### src/rtl/uart_tx.sv
// UART transmitter: start bit, 5..8 data bits LSB first, optional parity, 1/1.5/2 stop bits.
// Bit timing comes from an external oversample enable, OSR ticks per bit.
module uart_tx #(
    parameter int OSR = 16
) (
    input  logic       clk,
    input  logic       rst,
    input  logic       baud_tick,
    input  logic [7:0] tx_data,
    input  logic       tx_valid,
    output logic       tx_ready,
    input  logic [1:0] WLS,
    input  logic       STB,
    input  logic       PEN,
    input  logic       EPS,
    input  logic       BC,
    output logic       tx,
    output logic       tx_busy
);

    localparam int TW = (OSR > 1) ? $clog2(OSR) : 1;
    localparam logic [TW-1:0] TICK_LAST = TW'(OSR - 1);
    localparam logic [TW-1:0] TICK_HALF = TW'(OSR / 2 - 1);

    typedef enum logic [2:0] {
        IDLE,
        START,
        DATA,
        PARITY,
        STOP
    } state_t;

    state_t        state, state_nxt;
    logic [TW-1:0] tick_cnt, tick_nxt;
    logic [2:0]    bit_cnt, bit_nxt;
    logic [7:0]    data_reg, data_nxt;
    logic [1:0]    wls_reg, wls_nxt;
    logic          stb_reg, stb_nxt;
    logic          pen_reg, pen_nxt;
    logic          par_reg, par_nxt;
    logic          line_nxt;

    logic          tick_end;
    logic          stop_end;
    logic [2:0]    last_bit;

    // EPS=1 gives even parity: the data bits plus the parity bit carry an even 1-count.
    function automatic logic parity_of(input logic [7:0] data, input logic [1:0] wls,
                                       input logic eps);
        logic [7:0] mask;
        mask = 8'hFF >> (2'd3 - wls);
        return eps ? ^(data & mask) : ~^(data & mask);
    endfunction

    assign tick_end = baud_tick && (tick_cnt == TICK_LAST);
    assign last_bit = 3'd4 + {1'b0, wls_reg};

    // Stop length: 1 bit, 2 bits, or 1.5 bits for 5-bit words (second bit cut at half period).
    always_comb begin
        stop_end = tick_end;
        if (stb_reg) begin
            if (wls_reg == 2'b00)
                stop_end = baud_tick && (bit_cnt == 3'd1) && (tick_cnt == TICK_HALF);
            else
                stop_end = tick_end && (bit_cnt == 3'd1);
        end
    end

    // NOTE: every signal assigned in this block gets a default first so no latch is inferred.
    always_comb begin
        state_nxt = state;
        tick_nxt  = tick_cnt;
        bit_nxt   = bit_cnt;
        data_nxt  = data_reg;
        wls_nxt   = wls_reg;
        stb_nxt   = stb_reg;
        pen_nxt   = pen_reg;
        par_nxt   = par_reg;

        if (state != IDLE && baud_tick)
            tick_nxt = tick_end ? '0 : tick_cnt + 1'b1;

        case (state)
            IDLE: begin
                if (tx_valid) begin
                    state_nxt = START;
                    tick_nxt  = '0;
                    bit_nxt   = 3'd0;
                    data_nxt  = tx_data;
                    wls_nxt   = WLS;
                    stb_nxt   = STB;
                    pen_nxt   = PEN;
                    par_nxt   = parity_of(tx_data, WLS, EPS);
                end
            end
            START: begin
                if (tick_end) begin
                    state_nxt = DATA;
                    bit_nxt   = 3'd0;
                end
            end
            DATA: begin
                if (tick_end) begin
                    if (bit_cnt == last_bit) begin
                        state_nxt = pen_reg ? PARITY : STOP;
                        bit_nxt   = 3'd0;
                    end else begin
                        bit_nxt = bit_cnt + 3'd1;
                    end
                end
            end
            PARITY: begin
                if (tick_end) begin
                    state_nxt = STOP;
                    bit_nxt   = 3'd0;
                end
            end
            STOP: begin
                if (stop_end) begin
                    state_nxt = IDLE;
                    tick_nxt  = '0;
                    bit_nxt   = 3'd0;
                end else if (tick_end) begin
                    bit_nxt = bit_cnt + 3'd1;
                end
            end
            default: begin
                state_nxt = IDLE;
                tick_nxt  = '0;
                bit_nxt   = 3'd0;
            end
        endcase
    end

    // Line level for the upcoming state, so the registered tx lines up with the state register.
    always_comb begin
        line_nxt = 1'b1;
        case (state_nxt)
            START:   line_nxt = 1'b0;
            DATA:    line_nxt = data_nxt[bit_nxt];
            PARITY:  line_nxt = par_nxt;
            default: line_nxt = 1'b1;
        endcase
    end

    // NOTE: sequential state uses non-blocking assignments so all registers update together.
    always_ff @(posedge clk) begin
        if (rst) begin
            state    <= IDLE;
            tick_cnt <= '0;
            bit_cnt  <= 3'd0;
            data_reg <= 8'h00;
            wls_reg  <= 2'b00;
            stb_reg  <= 1'b0;
            pen_reg  <= 1'b0;
            par_reg  <= 1'b0;
            tx       <= !BC;
        end else begin
            state    <= state_nxt;
            tick_cnt <= tick_nxt;
            bit_cnt  <= bit_nxt;
            data_reg <= data_nxt;
            wls_reg  <= wls_nxt;
            stb_reg  <= stb_nxt;
            pen_reg  <= pen_nxt;
            par_reg  <= par_nxt;
            tx       <= !BC && line_nxt;
        end
    end

    assign tx_ready = (state == IDLE);
    assign tx_busy  = !tx_ready;

endmodule

### config.mk
export PLATFORM = sky130hd
export DESIGN_NAME = uart_tx
export DESIGN_NICKNAME = d
export VERILOG_FILES = /design/src/rtl/uart_tx.sv
export SDC_FILE = /design/constraint.sdc
export NUM_CORES = 1
export LEC_CHECK = 0
export ABC_AREA = 1
export BUFFER_PORTS_ARGS = -buffer_cell sky130_fd_sc_hd__buf_2
export CORE_MARGIN = 2
export CORE_UTILIZATION = 49
export CTS_CLUSTER_DIAMETER = 30
export CTS_CLUSTER_SIZE = 30
export DETAILED_ROUTE_END_ITERATION = 12
export PLACE_DENSITY = 0.83
export REMOVE_ABC_BUFFERS = 1
export SYNTH_ARGS = -nofsm -noshare
export SYNTH_HDL_FRONTEND = slang
export SYNTH_SLANG_ARGS = --single-unit
### constraint.sdc
create_clock -name clk -period 1.9 [get_ports clk]
set_clock_uncertainty 0.1 [all_clocks]
set_input_delay 0.38 -clock clk [delete_from_list [all_inputs] [get_ports clk]]
set_output_delay 0.38 -clock clk [all_outputs]
set_load 0.05 [all_outputs]
# ---- Word-level counts from Yosys, hierarchy flattened
# Index checks and enable logic that the tools add are counted.
dict set report op_classes {
  addsub 4
  n_lt_le_gt_ge 1
  eq_ne 11
  shift 1
  n_mux 31
  bitwise_logic 1
  reduce_logical 16
}
# op n
set op_table {}
lappend op_table {{3-bit 2-to-1 mux} 13}
lappend op_table {{4-bit 2-to-1 mux} 4}
lappend op_table {{8-bit 2-to-1 mux} 2}
lappend op_table {{3-bit case mux with 5 select lines} 1}
lappend op_table {{3-bit by 2-bit equality test with 1-bit output, second input constant} 4}
lappend op_table {{3-bit case mux with 4 select lines} 1}
lappend op_table {{4-bit case mux with 3 select lines} 1}
lappend op_table {{3-bit by 1-bit equality test with 1-bit output, second input constant} 3}
lappend op_table {{8-bit bitwise AND} 1}
lappend op_table {{8-bit XNOR reduction} 1}
lappend op_table {{8-bit parity} 1}
lappend op_table {{8-bit by 2-bit right shift with 8-bit output, first input constant} 1}
lappend op_table {{1-bit 2-to-1 mux} 7}
lappend op_table {{1-bit logical AND} 6}
lappend op_table {{4-bit by 1-bit adder with 4-bit output, second input constant} 1}
lappend op_table {{4-bit by 3-bit equality test with 1-bit output, second input constant} 1}
lappend op_table {{4-bit equality test, second input constant} 1}
lappend op_table {{3-bit by 4-bit < comparator with 1-bit output, second input constant} 1}
lappend op_table {{3-bit by 1-bit adder with 3-bit output, second input constant} 1}
lappend op_table {{3-bit by 2-bit adder with 3-bit output, first input constant} 1}
lappend op_table {{1-bit binary-select mux with 3-bit select} 1}
lappend op_table {{3-bit equality test} 1}
lappend op_table {{3-bit equality test, second input constant} 1}
lappend op_table {{3-bit logical NOT} 1}
lappend op_table {{other kinds (8)} 9}
dict set report totals {
  reg_bits 24
  inputBits 18
}

# ---- Longest topological paths before layout
dict set report logic_depth {
  word_depth 12
  ltp_mapped 15
  depth_no_buf 15
}

# ---- Least setup slack after synthesis
# OpenSTA, ideal clock, no wires.
dict set report synth_path {
  kind {reg2reg}
  startpoint {register tick_cnt[0]}
  endpoint {register tx}
  arrival_time_ns 1.765
  required_ns 1.734
  setup_slack_ns -0.031
  stages_incl_launch_ff 15
  period_less_slack_ns 1.931
  path_cell_list {dfxtp_1 > ha_1 > nand2_2 > inv_2 > nand2_4 > ha_1 > a22oi_2 > nand3_4 > nand2_1 > nand2_1 > nand2_1 > nand2_1 > nand2_1 > nand3_1 > a21oi_2}
}
dict set report synth_between {
  elab_chain_len 12
  word_cells_on_any_way 25
  classes_between {eq/ne (5); mux (16); reduce/logical (4)}
}
# element line_no
set synth_rtl {}
lappend synth_rtl {{from (decl)} 34} ;# logic [TW-1:0] tick_cnt, tick_nxt;
lappend synth_rtl {{from (signal assigned)} 160} ;# tick_cnt <= tick_nxt;
lappend synth_rtl {{4-bit equality test} 55} ;# assign tick_end = baud_tick && (tick_cnt == TICK_LAST);
lappend synth_rtl {{1-bit logical AND} 55}
lappend synth_rtl {{1-bit logical AND} 65} ;# stop_end = tick_end && (bit_cnt == 3'd1);
lappend synth_rtl {{1-bit 2-to-1 mux} 62} ;# if (wls_reg == 2'b00)
lappend synth_rtl {{1-bit 2-to-1 mux} 61} ;# if (stb_reg) begin
lappend synth_rtl {{3-bit 2-to-1 mux} 119} ;# if (stop_end) begin
lappend synth_rtl {{3-bit case mux with 4 select lines} 83} ;# case (state)
lappend synth_rtl {{1-bit binary-select mux with 3-bit select} 140} ;# DATA: line_nxt = data_nxt[bit_nxt];
lappend synth_rtl {{1-bit 2-to-1 mux (implied by the code)} 140}
lappend synth_rtl {{1-bit case mux with 3 select lines (*)} 138} ;# case (state_nxt)
lappend synth_rtl {{1-bit logical AND (*)} 167} ;# tx <= !BC && line_nxt;
lappend synth_rtl {{1-bit 2-to-1 mux (*)} 148} ;# if (rst) begin
lappend synth_rtl {{to (signal assigned)} 157} ;# tx <= !BC;
lappend synth_rtl {{to (signal assigned)} 167}
lappend synth_rtl {{to (decl)} 17} ;# output logic tx,
# Mark *: on every way between the ends. The rest lies on a longest branch, timed or not. The select of a mux whose other input is x is not followed.
# A chain may end at the register's enable or synchronous reset.

# ---- Worst setup path in the final report
# Same ends and word-level chain as after synthesis.

==> results_dict.tcl <==
set metrics [dict create \
    status "finished with violations" \
    violations "setup timing" \
    yosysMostFrequentCell "nand2_1" \
    ios 21 \
    grtUsageTotal 0.219 \
    slew_viol_final 0 \
    cpPeakStageDelay_ns 0.38 \
    path_cells "ha_4, nand2_2, inv_2, nand2_4, buf_12, nor2_4, nand2_2, nand2_2, nand3_4, a21oi_2, inv_1, nand2_1, nand3_1, a21oi_2" \
    path_clk_slew_ns 0.14 \
    dieArea_um2 3680 \
    swShare 0.315 \
    antenna_found_initial 0 \
    yosysTopAreaCell "dfxtp_1" \
    synthFlopType "dfxtp_1" \
    yosysWarnings 0 \
    root_buffer "clkbuf_4" \
    p_leak_nw 1.00 \
    hpwl_um 2810 \
    p_switching_mw 0.347 \
    worstPathMaxFanout 4 \
    tightest_slew_ns 0.419 \
    fin_ws_ns -0.0285 \
    via_count 1565 \
    maxCapViolations 0 \
    cts_hold_buf 0 \
    combPwrFrac 0.242 \
    place_congestion 0.897 \
    yosys-top-cells-count "58 x nand2_1, 31 x inv_1, 31 x nor2_1" \
    drt-initial-drc-count 58 \
    grt_remaining_overflow 0 \
    fp.dieH_um 60.7 \
    start_kind "flop" \
    timing.slew.headroom 0.718 \
    synth-edff-count 0 \
    grt_max_degree 16 \
    synth_seq_cells 24 \
    synth-async-reset-ratio 0 \
    tns_ns -0.0285 \
    initial_core_util 0.516 \
    rows 20 \
    hold_path_class "primary input to flop" \
    power_frac_clock 0.262 \
    finalSetupViolCount 1 \
    core_area_um2 3050 \
    worstSkewPairLatency_ns 0.34 \
    syn-cell-area_um2 1580 \
    grt_setup_unrepaired "yes" \
    fin_crit_ns 1.93 \
    grt_pass1_wl_um 6010 \
    n_antenna_cell 0 \
    vias_per_cell 4.92 \
    clockBufferDepth 2 \
    largest_reg_flops 8 \
    multi_input_area_um2 986 \
    synth-seq-area-share 0.305 \
    p_per_area_nw_per_um2 555 \
    numCtsBuffers 3 \
    worstPathArrival_ns 2.12 \
    drc 0 \
    nNetsFinal 297 \
    clock_sinks 24 \
    final.period_utilization 1.02 \
    portBuffers 20 \
    fillCellCount 279 \
    required_ns 2.09 \
    ys_top_cells_by_area "dfxtp_1 31%, nand2_1 14%, inv_1 7.4%, nor2_1 7.4%, o21ai_0 4.8%" \
    crit_top_cell "nand2_2" \
    avgRoutedWirePerCell_um 11.5 \
    grt_pass1_vias 1420 \
    max_freq_ghz 0.519 \
    syn_inst 233 \
    drive_gt1_frac 0.292 \
    wirelength_um 3670 \
    seqCellArea_um2 483 \
    p_seq_frac 0.497 \
    crit_slowest_cell "dfxtp_2" \
    layout-area-overhead-vs-synth_pct 25.8 \
    synth_top_area_share 0.305 \
    critPathKind "flop to flop" \
    cts_tree "done" \
    cts-htree-levels 1 \
    drtPass1Iterations 4 \
    crit_path_end_kind "flop" \
    postSynthAreaPerCell_um2 6.76 \
    p_int_mw 0.754 \
    hold_viol 0 \
    dieWidth_um 60.7 \
    synthDistinctLibCells 33 \
    whs_ns 0.0759 \
    irDropWorstVdd_uv 405 \
    ant_nets 0 \
]
[cell type report]
cell class                 instances  share of cell area
inverter                          37              0.0701
timing repair buffer              40               0.143
multi-input combinational        169               0.497
tap                               44              0.0278
sequential                        24               0.244
clock buffer                       4              0.0183
[kinds of logic after synthesis]
logic type,after synthesis,share of synthesized area
buffers and inverters,40,0.102
AND/OR/NAND/NOR,123,0.377
adder cells (fa/ha/maj),4,0.0318
AO/OA/AOI/OAI,33,0.132
flip-flops,24,0.305
XOR/XNOR,7,0.0389
multiplexers,2,0.0127
[critical path, delay by kind of cell, from the launching register on]
kind            cells  cell delay (ns)
compound gates      2             0.35
fa+ha+maj           1             0.14
flops               1             0.38
buf+inv             3             0.27
simple gates        8             0.64
[worst paths after layout]
kind	from	end	slack [ns]	cells past startpoint
max	tick_cnt[0]$_SDFF_PP0_	tx$_DFF_P_	-0.03	14
min	BC	tx$_DFF_P_	0.08	2
max reg2reg	tick_cnt[0]$_SDFF_PP0_	tx$_DFF_P_	-0.03	14
min reg2reg	pen_reg$_SDFFE_PP0P_	pen_reg$_SDFFE_PP0P_	0.41	2
[per-layer routing]
layer,share of wire,global-route usage
met5,0,0
met3,0.033,0.0256
met2,0.49,0.389
met4,0.021,0.0994
met1,0.45,0.263
[power groups by stage]
| stage | Clock (mW) | Combinational [mW] | Sequential [mW] |
|---|---|---|---|
| floorplan | 0 | 0.162 | 0.560 |
| global placement | 0 | 0.250 | 0.556 |
| detailed placement | 0 | 0.255 | 0.556 |
| CTS | 0.290 | 0.258 | 0.547 |
| global route | 0.309 | 0.296 | 0.549 |
| finish | 0.288 | 0.266 | 0.547 |
[cell usage in the layout (no fill, tap or decap), drive strengths merged]
cell type and instances:
buf 40, xnor2 1, nand2 64, ha 4, mux2i 2, inv 37
and2 1, dfxtp 24, or2 2, clkbuf 4, nand4 5, a21oi 8
a221o 1, o21ai 19, nor2 35, nor3 5, o211ai 2, xor2 6
a31o 1, nand3 11, a22oi 2
[through the flow]
stage	cells	area, um^2	worst slack [ns]	util	power [mW]
after floorplan	230	1550	-0.0313	-	0.721
final	318	1980	-0.0285	0.649	1.10
after global routing	318	1980	-0.154	0.649	1.15
after CTS	318	1950	0.00139	0.637	1.09
after detailed placement	312	1870	-0.0841	0.612	0.812
after global placement	312	1870	-0.0277	0.612	0.805
[timing repair]
item | CTS | global route
setup endpoints to repair | 1 | 3
hold endpoints to repair | 0 | 0
resized for setup | 6 | 9
pin swaps | 5 | 3
setup buffers | 2 | 0
Power figures use the tool's default switching activity.
